<file path="src/rtl/multicycle_controller.sv">
// Main control FSM for the multicycle RV32I datapath: decodes the IR and
// drives every datapath enable and mux select one state at a time.
module multicycle_controller (
    input  logic        clk,
    input  logic        rst,
    input  logic [31:0] instr,
    input  logic        zero,
    output logic        we_pc,
    output logic        we_ir,
    output logic        sel_mem_addr,
    output logic [1:0]  sel_alu_src_a,
    output logic [1:0]  sel_alu_src_b,
    output logic [1:0]  sel_result,
    output logic [2:0]  sel_ext,
    output logic [3:0]  alu_control,
    output logic        we_rf,
    output logic        we_mem,
    output logic        illegal_instr
);

    typedef enum logic [3:0] {
        FETCH     = 4'd0,
        DECODE    = 4'd1,
        MEMADR    = 4'd2,
        MEMREAD   = 4'd3,
        MEMWB     = 4'd4,
        MEMWRITE  = 4'd5,
        EXECR     = 4'd6,
        EXECI     = 4'd7,
        ALUWB     = 4'd8,
        BRANCH    = 4'd9,
        JAL       = 4'd10,
        JALR      = 4'd11,
        JALR_LINK = 4'd12
    } state_t;

    localparam logic [6:0] OP_LOAD   = 7'b0000011;
    localparam logic [6:0] OP_STORE  = 7'b0100011;
    localparam logic [6:0] OP_RTYPE  = 7'b0110011;
    localparam logic [6:0] OP_ITYPE  = 7'b0010011;
    localparam logic [6:0] OP_BRANCH = 7'b1100011;
    localparam logic [6:0] OP_JAL    = 7'b1101111;
    localparam logic [6:0] OP_JALR   = 7'b1100111;

    localparam logic [3:0] ALU_ADD  = 4'b0000;
    localparam logic [3:0] ALU_SUB  = 4'b0001;
    localparam logic [3:0] ALU_AND  = 4'b0010;
    localparam logic [3:0] ALU_OR   = 4'b0011;
    localparam logic [3:0] ALU_XOR  = 4'b0100;
    localparam logic [3:0] ALU_SLT  = 4'b0101;
    localparam logic [3:0] ALU_SLTU = 4'b0110;
    localparam logic [3:0] ALU_SLL  = 4'b0111;
    localparam logic [3:0] ALU_SRL  = 4'b1000;
    localparam logic [3:0] ALU_SRA  = 4'b1001;

    localparam logic [2:0] EXT_I = 3'b000;
    localparam logic [2:0] EXT_S = 3'b001;
    localparam logic [2:0] EXT_B = 3'b010;
    localparam logic [2:0] EXT_J = 3'b011;

    state_t state, next_state;

    logic [6:0] opcode;
    logic [2:0] funct3;
    logic       bit30;

    assign opcode = instr[6:0];
    assign funct3 = instr[14:12];
    assign bit30  = instr[30];

    // instr[30] selects SUB only for register ops; it always picks SRA for shifts
    function automatic logic [3:0] alu_decode(input logic [2:0] f3,
                                              input logic       b30,
                                              input logic       is_reg);
        logic [3:0] op;
        case (f3)
            3'b000:  op = (is_reg && b30) ? ALU_SUB : ALU_ADD;
            3'b001:  op = ALU_SLL;
            3'b010:  op = ALU_SLT;
            3'b011:  op = ALU_SLTU;
            3'b100:  op = ALU_XOR;
            3'b101:  op = b30 ? ALU_SRA : ALU_SRL;
            3'b110:  op = ALU_OR;
            default: op = ALU_AND;
        endcase
        return op;
    endfunction

    always_ff @(posedge clk) begin
        if (rst) state <= FETCH;
        else     state <= next_state;
    end

    always_comb begin
        next_state    = FETCH;
        we_pc         = 1'b0;
        we_ir         = 1'b0;
        sel_mem_addr  = 1'b0;
        sel_alu_src_a = 2'd0;
        sel_alu_src_b = 2'd0;
        sel_result    = 2'd0;
        sel_ext       = EXT_I;
        alu_control   = ALU_ADD;
        we_rf         = 1'b0;
        we_mem        = 1'b0;
        illegal_instr = 1'b0;

        // Reset holds every output at its quiet value regardless of state
        if (!rst) begin
            case (state)
                FETCH: begin
                    we_ir         = 1'b1;
                    sel_alu_src_b = 2'd2;
                    sel_result    = 2'd2;
                    we_pc         = 1'b1;
                    next_state    = DECODE;
                end
                DECODE: begin
                    sel_alu_src_a = 2'd1;
                    sel_alu_src_b = 2'd1;
                    sel_ext       = (opcode == OP_JAL) ? EXT_J : EXT_B;
                    if (opcode == OP_LOAD || opcode == OP_STORE)            next_state = MEMADR;
                    else if (opcode == OP_RTYPE)                            next_state = EXECR;
                    else if (opcode == OP_ITYPE)                            next_state = EXECI;
                    else if (opcode == OP_BRANCH && funct3[2:1] == 2'b00)  next_state = BRANCH;
                    else if (opcode == OP_JAL)                              next_state = JAL;
                    else if (opcode == OP_JALR && funct3 == 3'b000)        next_state = JALR;
                    else                                                    illegal_instr = 1'b1;
                end
                MEMADR: begin
                    sel_alu_src_a = 2'd2;
                    sel_alu_src_b = 2'd1;
                    sel_ext       = (opcode == OP_STORE) ? EXT_S : EXT_I;
                    next_state    = (opcode == OP_STORE) ? MEMWRITE : MEMREAD;
                end
                MEMREAD: begin
                    sel_mem_addr = 1'b1;
                    next_state   = MEMWB;
                end
                MEMWB: begin
                    sel_result = 2'd1;
                    we_rf      = 1'b1;
                end
                MEMWRITE: begin
                    sel_mem_addr = 1'b1;
                    we_mem       = 1'b1;
                end
                EXECR: begin
                    sel_alu_src_a = 2'd2;
                    alu_control   = alu_decode(funct3, bit30, 1'b1);
                    next_state    = ALUWB;
                end
                EXECI: begin
                    sel_alu_src_a = 2'd2;
                    sel_alu_src_b = 2'd1;
                    alu_control   = alu_decode(funct3, bit30, 1'b0);
                    next_state    = ALUWB;
                end
                ALUWB: begin
                    we_rf = 1'b1;
                end
                BRANCH: begin
                    sel_alu_src_a = 2'd2;
                    alu_control   = ALU_SUB;
                    we_pc         = funct3[0] ? ~zero : zero;
                end
                JAL: begin
                    sel_alu_src_a = 2'd1;
                    sel_alu_src_b = 2'd2;
                    we_pc         = 1'b1;
                    next_state    = ALUWB;
                end
                // Target bit 0 is passed through untouched
                JALR: begin
                    sel_alu_src_a = 2'd2;
                    sel_alu_src_b = 2'd1;
                    sel_result    = 2'd2;
                    we_pc         = 1'b1;
                    next_state    = JALR_LINK;
                end
                JALR_LINK: begin
                    sel_alu_src_a = 2'd1;
                    sel_alu_src_b = 2'd2;
                    next_state    = ALUWB;
                end
                default: next_state = FETCH;
            endcase
        end
    end

endmodule

</file>
<file path="config.mk">
export PLATFORM = sky130hd
export DESIGN_NAME = multicycle_controller
export DESIGN_NICKNAME = d
export VERILOG_FILES = /design/src/rtl/multicycle_controller.sv
export SDC_FILE = /design/constraint.sdc
export NUM_CORES = 1
export LEC_CHECK = 0
export ABC_CLOCK_PERIOD_IN_PS = 1800
export CORE_MARGIN = 2
export CORE_UTILIZATION = 34
export DETAILED_ROUTE_END_ITERATION = 8
export PLACE_DENSITY = 0.8
export SLEW_MARGIN = 20
export SYNTH_ARGS = -nofsm -noshare
export SYNTH_HDL_FRONTEND = slang
export SYNTH_SLANG_ARGS = --single-unit
</file>
<file path="constraint.sdc">
create_clock -name clk -period 1.8 [get_ports clk]
set_input_delay 0.36 -clock clk [delete_from_list [all_inputs] [get_ports clk]]
set_output_delay 0.36 -clock clk [all_outputs]
set_load 0.01 [all_outputs]
</file>
=== Word level (Yosys, flattened, before mapping) ===
Index checks and enable logic that the tools add are counted.

* Eq/ne operators: 25
* Muxes and demuxes: 43
* Bitwise operators: 1
* Reduce and logical (&&, ||, !) cells: 15

{| class="wikitable"
|+ Operator list
! kind !! number
|-
| 4-bit case mux with 7 select lines || 2
|-
| 4-bit 2-to-1 mux || 7
|-
| 4-bit case mux with 6 select lines || 1
|-
| 1-bit 2-to-1 mux || 22
|-
| 7-bit equality test, second input constant || 3
|-
| 4-bit equality test, second input constant || 5
|-
| 4-bit by 3-bit equality test with 1-bit output, second input constant || 4
|-
| 2-bit case mux with 2 select lines || 4
|-
| 7-bit by 6-bit equality test with 1-bit output, second input constant || 2
|-
| 4-bit case mux with 3 select lines || 1
|-
| 3-bit equality test, second input constant || 3
|-
| 3-bit OR reduction || 3
|-
| 4-bit by 2-bit equality test with 1-bit output, second input constant || 2
|-
| 2-bit 2-to-1 mux || 4
|-
| 4-bit OR reduction || 2
|-
| 7-bit by 2-bit equality test with 1-bit output, second input constant || 1
|-
| 7-bit by 5-bit equality test with 1-bit output, second input constant || 1
|-
| 3-bit by 2-bit equality test with 1-bit output, second input constant || 2
|-
| 2-bit OR reduction || 3
|-
| 5-bit OR reduction || 1
|-
| 4-bit by 1-bit equality test with 1-bit output, second input constant || 1
|-
| 4-bit zero test || 1
|-
| 3-bit by 1-bit equality test with 1-bit output, second input constant || 1
|-
| 3-bit zero test || 1
|-
| 6 further kinds || 7
|}

* Flip-flop bits (word level): 4
* Output and inout bits: 19
* Word-level logic and storage cells: 85

=== Longest topological paths before layout ===
* Word-level depth: 10
* Gate-level depth with buffers: 5
* Depth with buffers taken out: 4

=== Least setup slack after synthesis ===
No wires, ideal clock.

* Path type: register -> output
* Start: register state[2]
* End: output illegal_instr
* Data arrival time: 1181 ps
* Data required time: 1440 ps
* Path slack: 259 ps
* Stages on the path, launching flop included: 6
* Path buffers: 1
* Cells stage by stage: dfxtp_1 -> buf_2 -> nor2_1 -> nand2_1 -> nor2_1 -> and3b_1

* Cells in the longest elaborated chain, start to end: 3

{| class="wikitable"
|+ RTL lines
! item !! RTL line !! source
|-
| start: declaration || 61 || <nowiki>state_t state, next_state;</nowiki>
|-
| start signal: assignment || 91 || <nowiki>else state <= next_state;</nowiki>
|-
| 4-bit by 1-bit equality test with 1-bit output || 110 || <nowiki>case (state)</nowiki>
|-
| 1-bit 2-to-1 mux || 110 ||
|-
| 1-bit 2-to-1 mux || 109 || <nowiki>if (!rst) begin</nowiki>
|-
| end: declaration || 18 || <nowiki>output logic illegal_instr</nowiki>
|}

No other way between the ends.

=== Worst setup path after layout ===
* Start: register state[0]
* End: output sel_alu_src_b[0]

* Cells in the longest elaborated chain, start to end: 4

{| class="wikitable"
|+ RTL lines
! item !! RTL line !! source
|-
| 4-bit by 3-bit equality test with 1-bit output (tied with other cells) || 110 ||
|-
| 4-bit OR reduction (no source line) or 3-bit OR reduction (tied branches) || - ||
|-
| 2-bit case mux with 2 select lines * || 110 ||
|-
| 2-bit 2-to-1 mux * || 109 ||
|-
| end: declaration || 12 || <nowiki>output logic [1:0] sel_alu_src_b,</nowiki>
|}

Mark *: on every way between the ends. The rest lies on a longest branch, timed or not.

==> metrics.md <==
| Metric | Value |
|---|---|
| Reg clk slew, reported paths | `0.05 ns` |
| Total CTS buffers | `3` |
| Die W | `50.2 µm` |
| Hold WC Path Type | `input port to register` |
| Ys flop type | `dfxtp_1` |
| Clk sinks | `4` |
| Share of layout cells above drive strength 1 | `65.8%` |
| Clock Latency Late Sink | `0.25 ns` |
| CP Launch Type | `register` |
| Crit path cell chain | `and2b_2 > buf_6 > nor3_2 > o32a_1 > nor2_1 > buf_2` |
| Fin. Hold Viols | `0` |
| Worst VDD drop | `268 µV` |
| Setup CP Type | `register to output pin` |
| Nets | `230` |
| Die footprint | `2520 µm²` |
| Ant diodes | `0` |
| Pleak | `0.000811 µW` |
| Syn_nets | `139` |
| Post-synthesis register bit count | `4` |
| Core area | `1980 µm²` |
| Most frequent cells in the layout | `buf_4, buf_6, buf_2` |
| ANT nets after route | `0` |
| Netlist cell types | `42` |
| RSZ-0062 raised after global routing | `yes` |
| Antenna violations before repair | `0` |
| Asr flop ratio synth | `0%` |
| First-pass GRT wire length | `5.78 mm` |
| Pre-antenna DRT Iters | `4` |
| Remaining DRCs | `0` |
| Vias | `1323` |
| Final setup skew | `0.00612 ns` |
| Clk root buf | `clkbuf_4` |
| Synthesized area per cell | `6.98 µm²` |
| Starting Density | `36.6%` |
| Number of port buffers | `31` |
| Cells after synthesis | `104` |
| Dpl hpwl | `2.06 mm` |
| CP max stage cell | `dfxtp_4` |
| Crit path required time | `1.44 ns` |
| Area growth syn-to-layout | `137%` |
| Multi-input gate area | `788 µm²` |
| Cts hold-fix bufs | `0` |
| Iteration-0 DRC Markers | `66` |
| Largest net degree at the start of global routing | `14` |
| # fillers | `92` |
| Setup TNS | `-0.840 ns` |
| Commonest non-fill, non-tap cell in the layout | `buf_4` |
| Cells after DPL | `193` |
| Slew Limit Fails | `0` |
| Highest net fanout along the worst path | `4` |
| Post-Route WL | `4.25 mm` |
| Period utilization | `110%` |
| DIE HEIGHT | `50.2 µm` |
| Largest register FFs | `4` |
| All-Layer GR Usage | `29.9%` |
| GRT overflow | `0` |
| Syn Std Cell Area | `726 µm²` |
| Period minus WS final | `1.97 ns` |
| Final cell count without fillers | `220` |
| Clk buf depth | `2` |
| Setup WS post-layout | `-0.174 ns` |
| Fmax | `0.507 GHz` |
| Maxcap violations | `0` |
| CTS tree | `built` |
| Failing checks | `setup timing` |
| Worst EP arrival | `1.61 ns` |
| Biggest register | `state` |
| WL/cell | `19.3 µm` |
| CP peak stage delay | `0.36 ns` |
| H-tree depth | `1` |
| Endpoints failing setup | `13` |
| Row Count | `16` |
| Number of flops mapped to enable cells by yosys | `0` |
| YS warnings | `0` |
| IO Pins | `54` |
| Worst setup EP type | `output pin` |
| Final Core Density | `86.7%` |
| Largest regs | `state x4` |
| Vias per cell | `6.01` |
| PwrDens | `276 nW/µm²` |
| Sequential cell area | `91.3 µm²` |
| Status | `finished, violations left` |
| Number of global-route vias before repair | `1252` |
| Seq/Total Area, Yosys | `11.0%` |
| Final Wtd Congestion | `0.879` |
-- where the power goes --
group | total [µW] | internal (µW) | leakage, µW | switching (µW)
combinational | 256 | 139 | 0.000763 | 117
clock | 125 | 75.5 | 0.0000138 | 49.8
sequential | 92.6 | 88.7 | 0.0000347 | 3.94
-- area by class of cell --
type	instances	share of cell area, %
clock buffers	3	1.31
multi-input cells	93	45.9
flip-flops and latches	4	5.32
well taps	27	1.97
repair buffers	93	45.5
-- stage by stage --
step | hold slack [ns] | worst slack (ns) | instance area, µm² | total power (µW)
floorplan | 0.533 | 0.259 | 726 | 168
global placement | 0.674 | -0.649 | 1320 | 286
detailed placement | 0.668 | -0.747 | 1320 | 293
CTS | 0.625 | -0.110 | 1570 | 437
global route | 0.620 | -0.185 | 1720 | 490
finish | 0.601 | -0.174 | 1720 | 474
-- cell usage after synthesis, drive strengths merged, types with 2 or more instances --
| cell | count | area [µm²] |
|---|---|---|
| a211oi | 2 | 15.0 |
| a21boi | 3 | 22.5 |
| a21o | 3 | 22.5 |
| a21oi | 9 | 45.0 |
| and2b | 2 | 15.0 |
| and3 | 4 | 25.0 |
| buf | 5 | 27.5 |
| clkbuf | 2 | 7.51 |
| dfxtp | 4 | 80.1 |
| nand2 | 6 | 22.5 |
| nand2b | 8 | 50.1 |
| nand3 | 3 | 15.0 |
| nand4 | 2 | 12.5 |
| nor2 | 10 | 40.0 |
| nor2b | 4 | 25.0 |
| nor3 | 7 | 35.0 |
| nor3b | 4 | 30.0 |
| o21ai | 3 | 15.0 |
| or3 | 4 | 25.0 |
-- per-layer routing --
layer | GRT usage, % | wire length [µm] | vias to the layer above
li1 | - | - | 575
met1 | 32.8 | 1540 | 608
met2 | 55.0 | 2100 | 114
met3 | 1.79 | 336 | 26
met4 | 19.0 | 267 | 0
met5 | 0 | 0 | -
-- worst max-delay path, delay by kind of cell, from the launching register on --
kind                   cells  cell delay [ns]
AND/OR/NAND/NOR            3             0.44
flip-flops                 1             0.36
AO/OA/AOI/OAI              1             0.31
buffers and inverters      2             0.27
-- what timing repair did --
| action | 4_1_cts | 5_1_grt |
|---|---|---|
| setup endpoints to repair | 18 | 18 |
| buffers inserted | 17 | 8 |
| pin swaps | 15 | 18 |
| gates cloned | 0 | 1 |
| gates resized for setup | 140 | 32 |
-- final timing paths --
path / from / endpoint / slack (ns) / depth (start not counted)
max: state[0] / sel_alu_src_b[0] / -0.17 / 6
min: rst / state[2] / 0.60 / 3
max reg2reg: state[0] / state[2] / -0.08 / 10
min reg2reg: state[0] / state[0] / 0.66 / 3
-- cell families (layout without fill, tap and decap cells) --
group           after synthesis  count (layout)  share of synthesized area (%)
buf+inv                       7              96                           4.83
simple gates                 61              61                           51.4
flops                         4               4                           11.0
mux                           1               1                           1.38
compound gates               29              29                           29.7
other cells                   1               1                          0.517
xor+xnor                      1               1                           1.21
Note: power is estimated with default switching activity, not from simulation.
